[src/rtl/uart_tx_core.sv]
// Double-buffered UART transmitter: a holding register feeds a shift register so one
// byte can wait while another is on the wire. Rounded baud divider, optional parity, 1 or 2 stops.
module uart_tx_core #(
    parameter int CLK_FREQ   = 50000000,
    parameter int BAUD       = 115200,
    parameter bit PARITY_EN  = 1'b0,
    parameter bit PARITY_ODD = 1'b0,
    parameter int STOP_BITS  = 1
) (
    input  logic       clk_50_mhz,
    input  logic       aresetn,
    input  logic [7:0] din,
    input  logic       wr_en,
    output logic       tx,
    output logic       tx_busy,
    output logic       tx_done,
    output logic       tx_ovf
);

    localparam longint DIV_L = (longint'(CLK_FREQ) + longint'(BAUD) / 64'sd2) / longint'(BAUD);
    localparam int DIV = int'(DIV_L);
    localparam int CW = (DIV >= 2) ? $clog2(DIV) : 1;
    localparam logic [CW-1:0] BAUD_LAST = CW'(DIV - 1);
    localparam logic [CW-1:0] BAUD_PRE  = CW'(DIV - 2);
    localparam logic STOP_LAST = (STOP_BITS == 2) ? 1'b1 : 1'b0;

    generate
        if (DIV < 2) begin : g_div_check
            $error("uart_tx_core: CLK_FREQ/BAUD must round to at least 2 clocks per bit");
        end
        if ((STOP_BITS != 1) && (STOP_BITS != 2)) begin : g_stop_check
            $error("uart_tx_core: STOP_BITS must be 1 or 2");
        end
    endgenerate

    typedef enum logic [2:0] {
        ST_IDLE   = 3'd0,
        ST_START  = 3'd1,
        ST_DATA   = 3'd2,
        ST_PARITY = 3'd3,
        ST_STOP   = 3'd4
    } state_t;

    function automatic logic parity_bit(input logic [7:0] b);
        parity_bit = (^b) ^ PARITY_ODD;
    endfunction

    state_t        state_r;
    logic [CW-1:0] baud_r;
    logic [2:0]    idx_r;
    logic          stop_r;
    logic [7:0]    shift_r;
    logic          par_r;
    logic [7:0]    hold_r;
    logic          hold_valid_r;
    logic          wr_en_q_r;

    logic          write_s;
    logic          baud_wrap_s;
    logic          frame_end_s;
    logic          xfer_s;
    logic          bypass_s;
    logic          accept_s;
    logic          load_s;
    logic [7:0]    load_byte_s;

    // Write detection, accept decision and the byte the shifter loads next.
    // A byte written on the last stop cycle with an empty holder goes straight to the shifter.
    always_comb begin
        write_s     = wr_en & ~wr_en_q_r;
        baud_wrap_s = (baud_r == BAUD_LAST);
        frame_end_s = (state_r == ST_STOP) && baud_wrap_s && (stop_r == STOP_LAST);
        xfer_s      = hold_valid_r && ((state_r == ST_IDLE) || frame_end_s);
        bypass_s    = frame_end_s && !hold_valid_r && write_s;
        accept_s    = write_s && (!hold_valid_r || xfer_s);
        load_s      = xfer_s || bypass_s;
        if (hold_valid_r) begin
            load_byte_s = hold_r;
        end else begin
            load_byte_s = din;
        end
    end

    assign tx_busy = hold_valid_r;

    // Holding register, write edge detector and overrun pulse.
    always_ff @(posedge clk_50_mhz or negedge aresetn) begin
        if (!aresetn) begin
            wr_en_q_r    <= 1'b0;
            hold_r       <= 8'h00;
            hold_valid_r <= 1'b0;
            tx_ovf       <= 1'b0;
        end else begin
            wr_en_q_r <= wr_en;
            tx_ovf    <= write_s && !accept_s;
            if (accept_s && !bypass_s) begin
                hold_r       <= din;
                hold_valid_r <= 1'b1;
            end else if (xfer_s) begin
                hold_valid_r <= 1'b0;
            end else begin
                hold_valid_r <= hold_valid_r;
            end
        end
    end

    // Frame sequencer; tx and tx_done are registered alongside the state.
    always_ff @(posedge clk_50_mhz or negedge aresetn) begin
        if (!aresetn) begin
            state_r <= ST_IDLE;
            baud_r  <= '0;
            idx_r   <= 3'd0;
            stop_r  <= 1'b0;
            shift_r <= 8'h00;
            par_r   <= 1'b0;
            tx      <= 1'b1;
            tx_done <= 1'b0;
        end else begin
            tx_done <= 1'b0;
            case (state_r)
                ST_IDLE: begin
                    tx <= 1'b1;
                    if (load_s) begin
                        shift_r <= load_byte_s;
                        par_r   <= parity_bit(load_byte_s);
                        baud_r  <= '0;
                        state_r <= ST_START;
                        tx      <= 1'b0;
                    end
                end
                ST_START: begin
                    if (baud_wrap_s) begin
                        baud_r  <= '0;
                        idx_r   <= 3'd0;
                        state_r <= ST_DATA;
                        tx      <= shift_r[0];
                    end else begin
                        baud_r <= baud_r + CW'(1);
                    end
                end
                ST_DATA: begin
                    if (baud_wrap_s) begin
                        baud_r <= '0;
                        if (idx_r == 3'd7) begin
                            if (PARITY_EN) begin
                                state_r <= ST_PARITY;
                                tx      <= par_r;
                            end else begin
                                state_r <= ST_STOP;
                                stop_r  <= 1'b0;
                                tx      <= 1'b1;
                            end
                        end else begin
                            idx_r   <= idx_r + 3'd1;
                            shift_r <= shift_r >> 1;
                            tx      <= shift_r[1];
                        end
                    end else begin
                        baud_r <= baud_r + CW'(1);
                    end
                end
                ST_PARITY: begin
                    if (baud_wrap_s) begin
                        baud_r  <= '0;
                        stop_r  <= 1'b0;
                        state_r <= ST_STOP;
                        tx      <= 1'b1;
                    end else begin
                        baud_r <= baud_r + CW'(1);
                    end
                end
                ST_STOP: begin
                    tx <= 1'b1;
                    if (baud_wrap_s) begin
                        baud_r <= '0;
                        if (stop_r == STOP_LAST) begin
                            if (load_s) begin
                                shift_r <= load_byte_s;
                                par_r   <= parity_bit(load_byte_s);
                                state_r <= ST_START;
                                tx      <= 1'b0;
                            end else begin
                                state_r <= ST_IDLE;
                            end
                        end else begin
                            stop_r <= 1'b1;
                        end
                    end else begin
                        baud_r  <= baud_r + CW'(1);
                        // raise done so it coincides with the very last stop cycle
                        tx_done <= (stop_r == STOP_LAST) && (baud_r == BAUD_PRE);
                    end
                end
                default: begin
                    state_r <= ST_IDLE;
                    tx      <= 1'b1;
                end
            endcase
        end
    end

endmodule

[config.mk]
export PLATFORM = sky130hd
export DESIGN_NAME = uart_tx_core
export DESIGN_NICKNAME = d
export VERILOG_FILES = /design/src/rtl/uart_tx_core.sv
export SDC_FILE = /design/constraint.sdc
export NUM_CORES = 1
export LEC_CHECK = 0
export CAP_MARGIN = 15
export CORE_MARGIN = 2
export CORE_UTILIZATION = 50
export DETAILED_ROUTE_END_ITERATION = 6
export PLACE_DENSITY_LB_ADDON = 0.1
export SLEW_MARGIN = 20
export SYNTH_ARGS = -nofsm -noshare
export SYNTH_HDL_FRONTEND = slang
export SYNTH_SLANG_ARGS = --single-unit
[constraint.sdc]
create_clock -name clk_50_mhz -period 2.4 [get_ports clk_50_mhz]
set_input_delay 0.24 -clock clk_50_mhz [delete_from_list [all_inputs] [get_ports clk_50_mhz]]
set_output_delay 0.24 -clock clk_50_mhz [all_outputs]
set_load 0.02 [all_outputs]
==> results.yml, run 1 <==
run_status:
  outcome: "finished, final reports clean"
worst_setup_path:
  reg2regPathDepth: 6
  path_buf_inv: 1
  start_kind: "flip-flop"
  worst-r2r-setup-slack_ps: 280
  crit_required_ps: 2600
  critical_path_depth: 6
  critical_path.endpoint_type: "flip-flop"
  rr_startpoint: "baud_r[1]"
  critical_path.top_delay_family: "compound AO/OA/AOI/OAI gates"
  arrival_ps: 2320
  reg2reg_to: "baud_r[4]"
  timing.critical_path.cells: "inv_1 > ha_1 > and4bb_2 > a22oi_2 > a21oi_1 > a31oi_1"
  cpMaxStageDelayCell: "sky130_fd_sc_hd__a22oi_2"
  criticalPathCategory: "reg -> reg"
  critPathMaxStageDelay_ps: 570
  critical_path.max_fanout: 15
sta:
  setup_viol: 0
  finClkSkew_ps: 3.12
  layout_worst_path_cycle_share: 0.882
  timing_hold_violations_final: 0
  final.min_clock_period_ps: 2120
  totalNegativeSetupSlack_ps: 0
  drv_slew: 0
  maxSlewHeadroom: 0.567
  timing_worst_slew_pin_value_ps: 649
  setup_repair_after_global_routing_missed_its_margin: "false"
  max_freq_ghz: 0.472
drt:
  vias_per_cell: 6.23
  antenna_left: 0
  wl_per_cell_um: 17.0
  drt_iter0_markers: 103
  first_pass_iters: 4
  drcViolationCount: 0
  route.vias.total: 1602
  final_wirelength_um: 4370
clocking:
  resize_count_post_cts: 0
  clk_path_buf_depth: 2
  insertion_delay_ps: 280
  clk_transition_reported_paths_ps: 70
  cts_buffers: 5
  cts_hold_buf: 0
  tritoncts: "built"
  cts.sinks: 36
  cts.repair_timing.setup_buffer_count: 0
  cts-htree-levels: 2
  root_buffer: "sky130_fd_sc_hd__clkbuf_8"
floorplanning:
  chipHeight_um: 68.1
  core_region_area_um2: 3970
  die_width_um: 68.1
  design.die.area_um2: 4640
  rows: 23
  start_util: 0.518
  boundaryPins: 15
power_and_ir_drop:
  leakage_nw: 1.02
  irDropWorstVdd_v: 0.000334
  power_density_nw_per_um2: 521
yosys:
  syn_area_um2: 2060
  dominant_combinational_cell_family_by_area_after_synthesis: "compound AO/OA/AOI/OAI gates"
  syn-mean-instance-area_um2: 10.7
  postSynth.asyncResetShare: 1.00
  synth_xor_xnor_area_share: 0
  synth_edf_count: 0
  ys_seq_elements: 36
  synthMuxAreaShare: 0.0931
  post_synthesis_cell_count: 192
  synth_top_area_share: 0.426
  synth.yosys.seq_area_share: 0.439
  ys_top_cells_by_area: "sky130_fd_sc_hd__dfrtp_1 43%, sky130_fd_sc_hd__mux2_2 4.9%, sky130_fd_sc_hd__mux2i_1 4.4%"
  syn-num-nets: 208
  synthMostInstantiatedCell: "sky130_fd_sc_hd__dfrtp_1"
  post_synth_fa_ha_maj_area_fraction: 0.0304
  synth_ff_type: "sky130_fd_sc_hd__dfrtp_1"
  netlist.top_cell.by_area: "sky130_fd_sc_hd__dfrtp_1"
  synth_compound_area_frac: 0.194
  synth.lib_cells_used.distinct: 53
  fraction_of_the_mapped_netlist_area_in_simple_logic_gates: 0.192
  synth_commonest_cells: "35 x sky130_fd_sc_hd__dfrtp_1, 13 x sky130_fd_sc_hd__nand4_1, 12 x sky130_fd_sc_hd__nand2_1"
  yosys_warnings: 0
layout:
  layout.nets: 222
  cell_count_final_fillers_out: 257
  post-route-util: 0.585
  fill_cells: 350
  antenna_cells: 0
  layout-area-overhead-vs-synth_pct: 13.0
  drive_gt1_frac: 0.159
  final_cell_area_um2: 2320
grt:
  grt_max_degree: 37
  antenna_found_initial: 0
  gr_util_all_layers: 0.221
  global_route_wire_length_before_repair_um: 7370
  grt_pass1_vias: 1528
  grt_total_ovfl: 0
min_path:
  class_of_the_tightest_hold_or_removal_check: "in -> async"
placed_design:
  dp_hpwl_um: 3210
  finalWeightedCongestion: 0.901
  placement.io_buffers: 14
  dpl_cell_area_um2: 2220
  dpl.cell_count: 249
job:
  drv_cap: 0
-- per-stage QoR --
step	setup slack [ps]	hold WS [ps]	total power, mW
2_1_floorplan	474	-55.6	0.669
4_1_cts	289	383	1.23
6_report	283	370	1.21
3_5_place_dp	335	495	0.713
3_3_place_gp	396	487	0.709
5_1_grt	132	404	1.27
-- routing by layer --
metal | vias to the layer above | global-route usage | routed length, µm
met5 | - | 0 | 0
met4 | 0 | 0.0900 | 39
met3 | 4 | 0.0641 | 172
met2 | 30 | 0.335 | 2050
met1 | 796 | 0.296 | 2110
li1 | 772 | - | -
-- logic make-up after synthesis --
family	Yosys count
buffers and inverters	20
and+or+nand+nor	60
AOI/OAI and AO/OA	53
muxes	18
adders and majority gates	5
DFF	36
-- final cells by class --
cell class,instances,area (µm²),area share
Clock buffer,6,72.6,0.0312
Sequential cell,36,902,0.388
Tap cell,50,62.6,0.0269
Multi-Input combinational cell,136,1050,0.451
Inverter,9,33.8,0.0145
Clock inverter,2,35.0,0.0151
Timing Repair Buffer,18,170,0.0732
-- how the worst max path moves through the flow --
stage                     startpoint          to  slack (ps)
after global routing       baud_r[1]   baud_r[4]         130
after detailed placement   baud_r[0]   baud_r[4]         330
final                      baud_r[1]   baud_r[4]         280
after global placement      idx_r[0]  shift_r[4]         400
after CTS                  baud_r[1]   baud_r[4]         290
after floorplan             idx_r[0]  shift_r[0]         470
-- power by group --
group          internal, mW  switching [mW]
Clock                 0.308           0.203
Combinational        0.0354          0.0305
Sequential            0.625         0.00849
Total                 0.969           0.242
-- registers in the layout (all words and copies together), names as in the netlist --
register,cells
hold_r,8
state_r,3
tx_done,1
tx_busy,1
shift_r,8
tx,1
idx_r,3
tx_ovf,1
wr_en_q_r,1
baud_r,9
-- worst register-to-register path, delay by kind of cell (launching register included) --
family / cells / cell delay [ps]
flops: 1 / 420
fa+ha+maj: 1 / 270
simple gates: 1 / 300
compound gates: 3 / 940
buf+inv: 1 / 100
-- cell usage in the layout (no fill, tap or decap), drive strengths merged, types with 3 or more instances in the layout --
cell type / synthesis / routed
dfrtp: 35 / 35
clkdlybuf4s50: 0 / 14
nand4: 13 / 13
nand2: 12 / 12
inv: 9 / 9
a21oi: 9 / 9
mux2i: 9 / 9
a31oi: 9 / 9
mux2: 9 / 9
o21ai: 8 / 8
o221a: 7 / 7
nor2: 6 / 6
clkbuf: 4 / 6
nand3: 5 / 5
ha: 5 / 5
buf: 7 / 4
o21a: 3 / 3
o2bb2ai: 3 / 3
(Power assumes the default switching activity.)
==> run 2, diff against run 1 <==
--- a/config.mk
+++ b/config.mk
@@ -7,9 +7,10 @@
 export LEC_CHECK = 0
 export CAP_MARGIN = 15
 export CORE_MARGIN = 2
-export CORE_UTILIZATION = 50
+export CORE_UTILIZATION = 58
 export DETAILED_ROUTE_END_ITERATION = 6
 export PLACE_DENSITY_LB_ADDON = 0.1
+export SETUP_SLACK_MARGIN = 0.2
 export SLEW_MARGIN = 20
 export SYNTH_ARGS = -nofsm -noshare
 export SYNTH_HDL_FRONTEND = slang
==> run 2 against run 1 <==
  * Power decreased by 17%
  * Critical path depth decreased by 1
  * Highest routed layer unchanged
  * Fmax increased by 2.2%
  * Count of clock-buffer cells in the layout increased by 1
  * Clock skew increased by 4.3 ps
  * Final cell count decreased by 1.2%
  * Die area decreased by 13%
  * First-iteration DRC count decreased by 12%
  * Worst hold slack got worse by 74 ps
  * Via count decreased by 1.9%
  * Combinational power about the same
  * Worst setup slack improved by 46 ps
==> results.yml, run 2 (same netlist as run 1, synthesis figures left out) <==
power_and_ir_drop:
  power_density_nw_per_um2: 444
  p_sw_mw: 0.233
  irDropWorstVdd_v: 0.000366
  part_of_the_power_in_combinational_logic: 0.065
  clock_power_share: 0.306
  report.power.total_mw: 1.01
  p_int_mw: 0.774
  leakage_nw: 0.999
  power_frac_seq: 0.629
  switching_share: 0.231
job:
  drv_cap: 0
clocking:
  resize_count_post_cts: 0
  clk_path_buf_depth: 2
  tritoncts: "built"
  root_buffer: "sky130_fd_sc_hd__clkbuf_4"
  cts_hold_buf: 0
  cts_buffers: 5
  cts.sinks: 36
  cts.repair_timing.setup_buffer_count: 0
  cts-htree-levels: 2
  clk_transition_reported_paths_ps: 100
  insertion_delay_ps: 340
drt:
  antenna_left: 0
  wl_per_cell_um: 16.2
  final_wirelength_um: 4100
  route.vias.total: 1572
  first_pass_iters: 4
  drt_iter0_markers: 91
  vias_per_cell: 6.19
  drcViolationCount: 0
layout:
  layout_commonest_cell: "sky130_fd_sc_hd__dfrtp_1"
  drive_gt1_frac: 0.159
  final_cell_mix: "35 x sky130_fd_sc_hd__dfrtp_1, 14 x sky130_fd_sc_hd__clkdlybuf4s50_1, 13 x sky130_fd_sc_hd__nand4_1"
  registers.top_by_ff_count: "baud_r"
  layout-area-overhead-vs-synth_pct: 10.3
  post-route-util: 0.675
  reg.largest.list: "baud_r (9), hold_r (8), shift_r (8)"
  antenna_cells: 0
  layout.nets: 223
  flip_flop_count_of_the_largest_register_all_copies_and_words_added: 9
floorplanning:
  boundaryPins: 15
  core_region_area_um2: 3360
  design.die.area_um2: 4040
  start_util: 0.612
  chipHeight_um: 63.6
  rows: 21
  die_width_um: 63.6
worst_setup_path:
  reg2reg_to: "shift_r[5]"
  worst-r2r-setup-slack_ps: 330
  reg2regPathDepth: 5
  timing.critical_path.to: "shift_r[5]"
  criticalPathCategory: "reg -> reg"
  critical_path.max_fanout: 7
  crit_start: "idx_r[0]"
  arrival_ps: 2300
  rr_startpoint: "idx_r[0]"
  start_kind: "flip-flop"
  crit_required_ps: 2630
  critical_path.endpoint_type: "flip-flop"
sta:
  max_freq_ghz: 0.483
  timing_hold_violations_final: 0
  setup_repair_after_global_routing_missed_its_margin: "false"
  drv_slew: 0
  totalNegativeSetupSlack_ps: 0
  hold-worst-slack_ps: 296
  maxSlewHeadroom: 0.616
  timing_worst_slew_pin_value_ps: 574
  setup_viol: 0
  finClkSkew_ps: 7.42
  final.min_clock_period_ps: 2070
  layout_worst_path_cycle_share: 0.863
run_status:
  outcome: "finished, final reports clean"
min_path:
  class_of_the_tightest_hold_or_removal_check: "in -> async"
grt:
  gr_util_all_layers: 0.227
  antenna_found_initial: 0
  global_route_wire_length_before_repair_um: 7200
  grt_total_ovfl: 0
  grt_pass1_vias: 1499
  grt_max_degree: 37
placed_design:
  finalWeightedCongestion: 0.865
  placement.io_buffers: 14
  dp_hpwl_um: 2980
run 2: changes by cell type in the layout (fill, tap and decap cells not counted), sizes merged:
cell	change
clkbuf	+1
buf	+1
bufinv	-1
run 2: final cells by class:
type / count / area [µm²]
fillers: 285 / 1090
inverters: 9 / 33.8
well taps: 46 / 57.6
clock inverters: 1 / 5.00
repair buffers: 19 / 178
multi-input cells: 136 / 1050
flip-flops and latches: 36 / 902
clock buffers: 7 / 45.0
run 2: worst min-delay path by stage:
stage,startpoint,end,slack [ps],depth (start not counted)
2_1_floorplan,aresetn,baud_r[0],-60,0
3_3_place_gp,hold_r[6],hold_r[6],490,1
3_5_place_dp,hold_r[2],hold_r[2],490,1
4_1_cts,aresetn,hold_r[4],290,2
5_1_grt,aresetn,hold_r[5],320,2
6_report,aresetn,idx_r[0],300,2
run 2: power by group through the flow:
stage	Sequential [mW]	Combinational [mW]	Clock [mW]
after floorplan	0.644	0.0249	0
after global placement	0.643	0.0640	0
after detailed placement	0.645	0.0666	0
after CTS	0.633	0.0670	0.325
after global routing	0.636	0.0738	0.344
final	0.633	0.0657	0.308
run 2: worst max-delay path: stages, from the launching register on:
cell and delay (ps):
sky130_fd_sc_hd__dfrtp_1 410, sky130_fd_sc_hd__ha_1 210, sky130_fd_sc_hd__ha_1 200, sky130_fd_sc_hd__or2_2 310, sky130_fd_sc_hd__or4_1 550, sky130_fd_sc_hd__o221a_1 270
run 2: through the flow:
stage	setup slack, ps	instance area (µm²)	cells
2_1_floorplan	474	2060	192
3_3_place_gp	403	2220	246
3_5_place_dp	352	2220	246
4_1_cts	329	2270	254
5_1_grt	252	2270	254
6_report	329	2270	254
run 2: metal layers:
layer | up-vias | part of all wire | GRT usage
li1 | 773 | - | -
met1 | 766 | 0.49 | 0.321
met2 | 30 | 0.47 | 0.353
met3 | 3 | 0.033 | 0.0554
met4 | 0 | 0.010 | 0.0571
met5 | - | 0 | 0
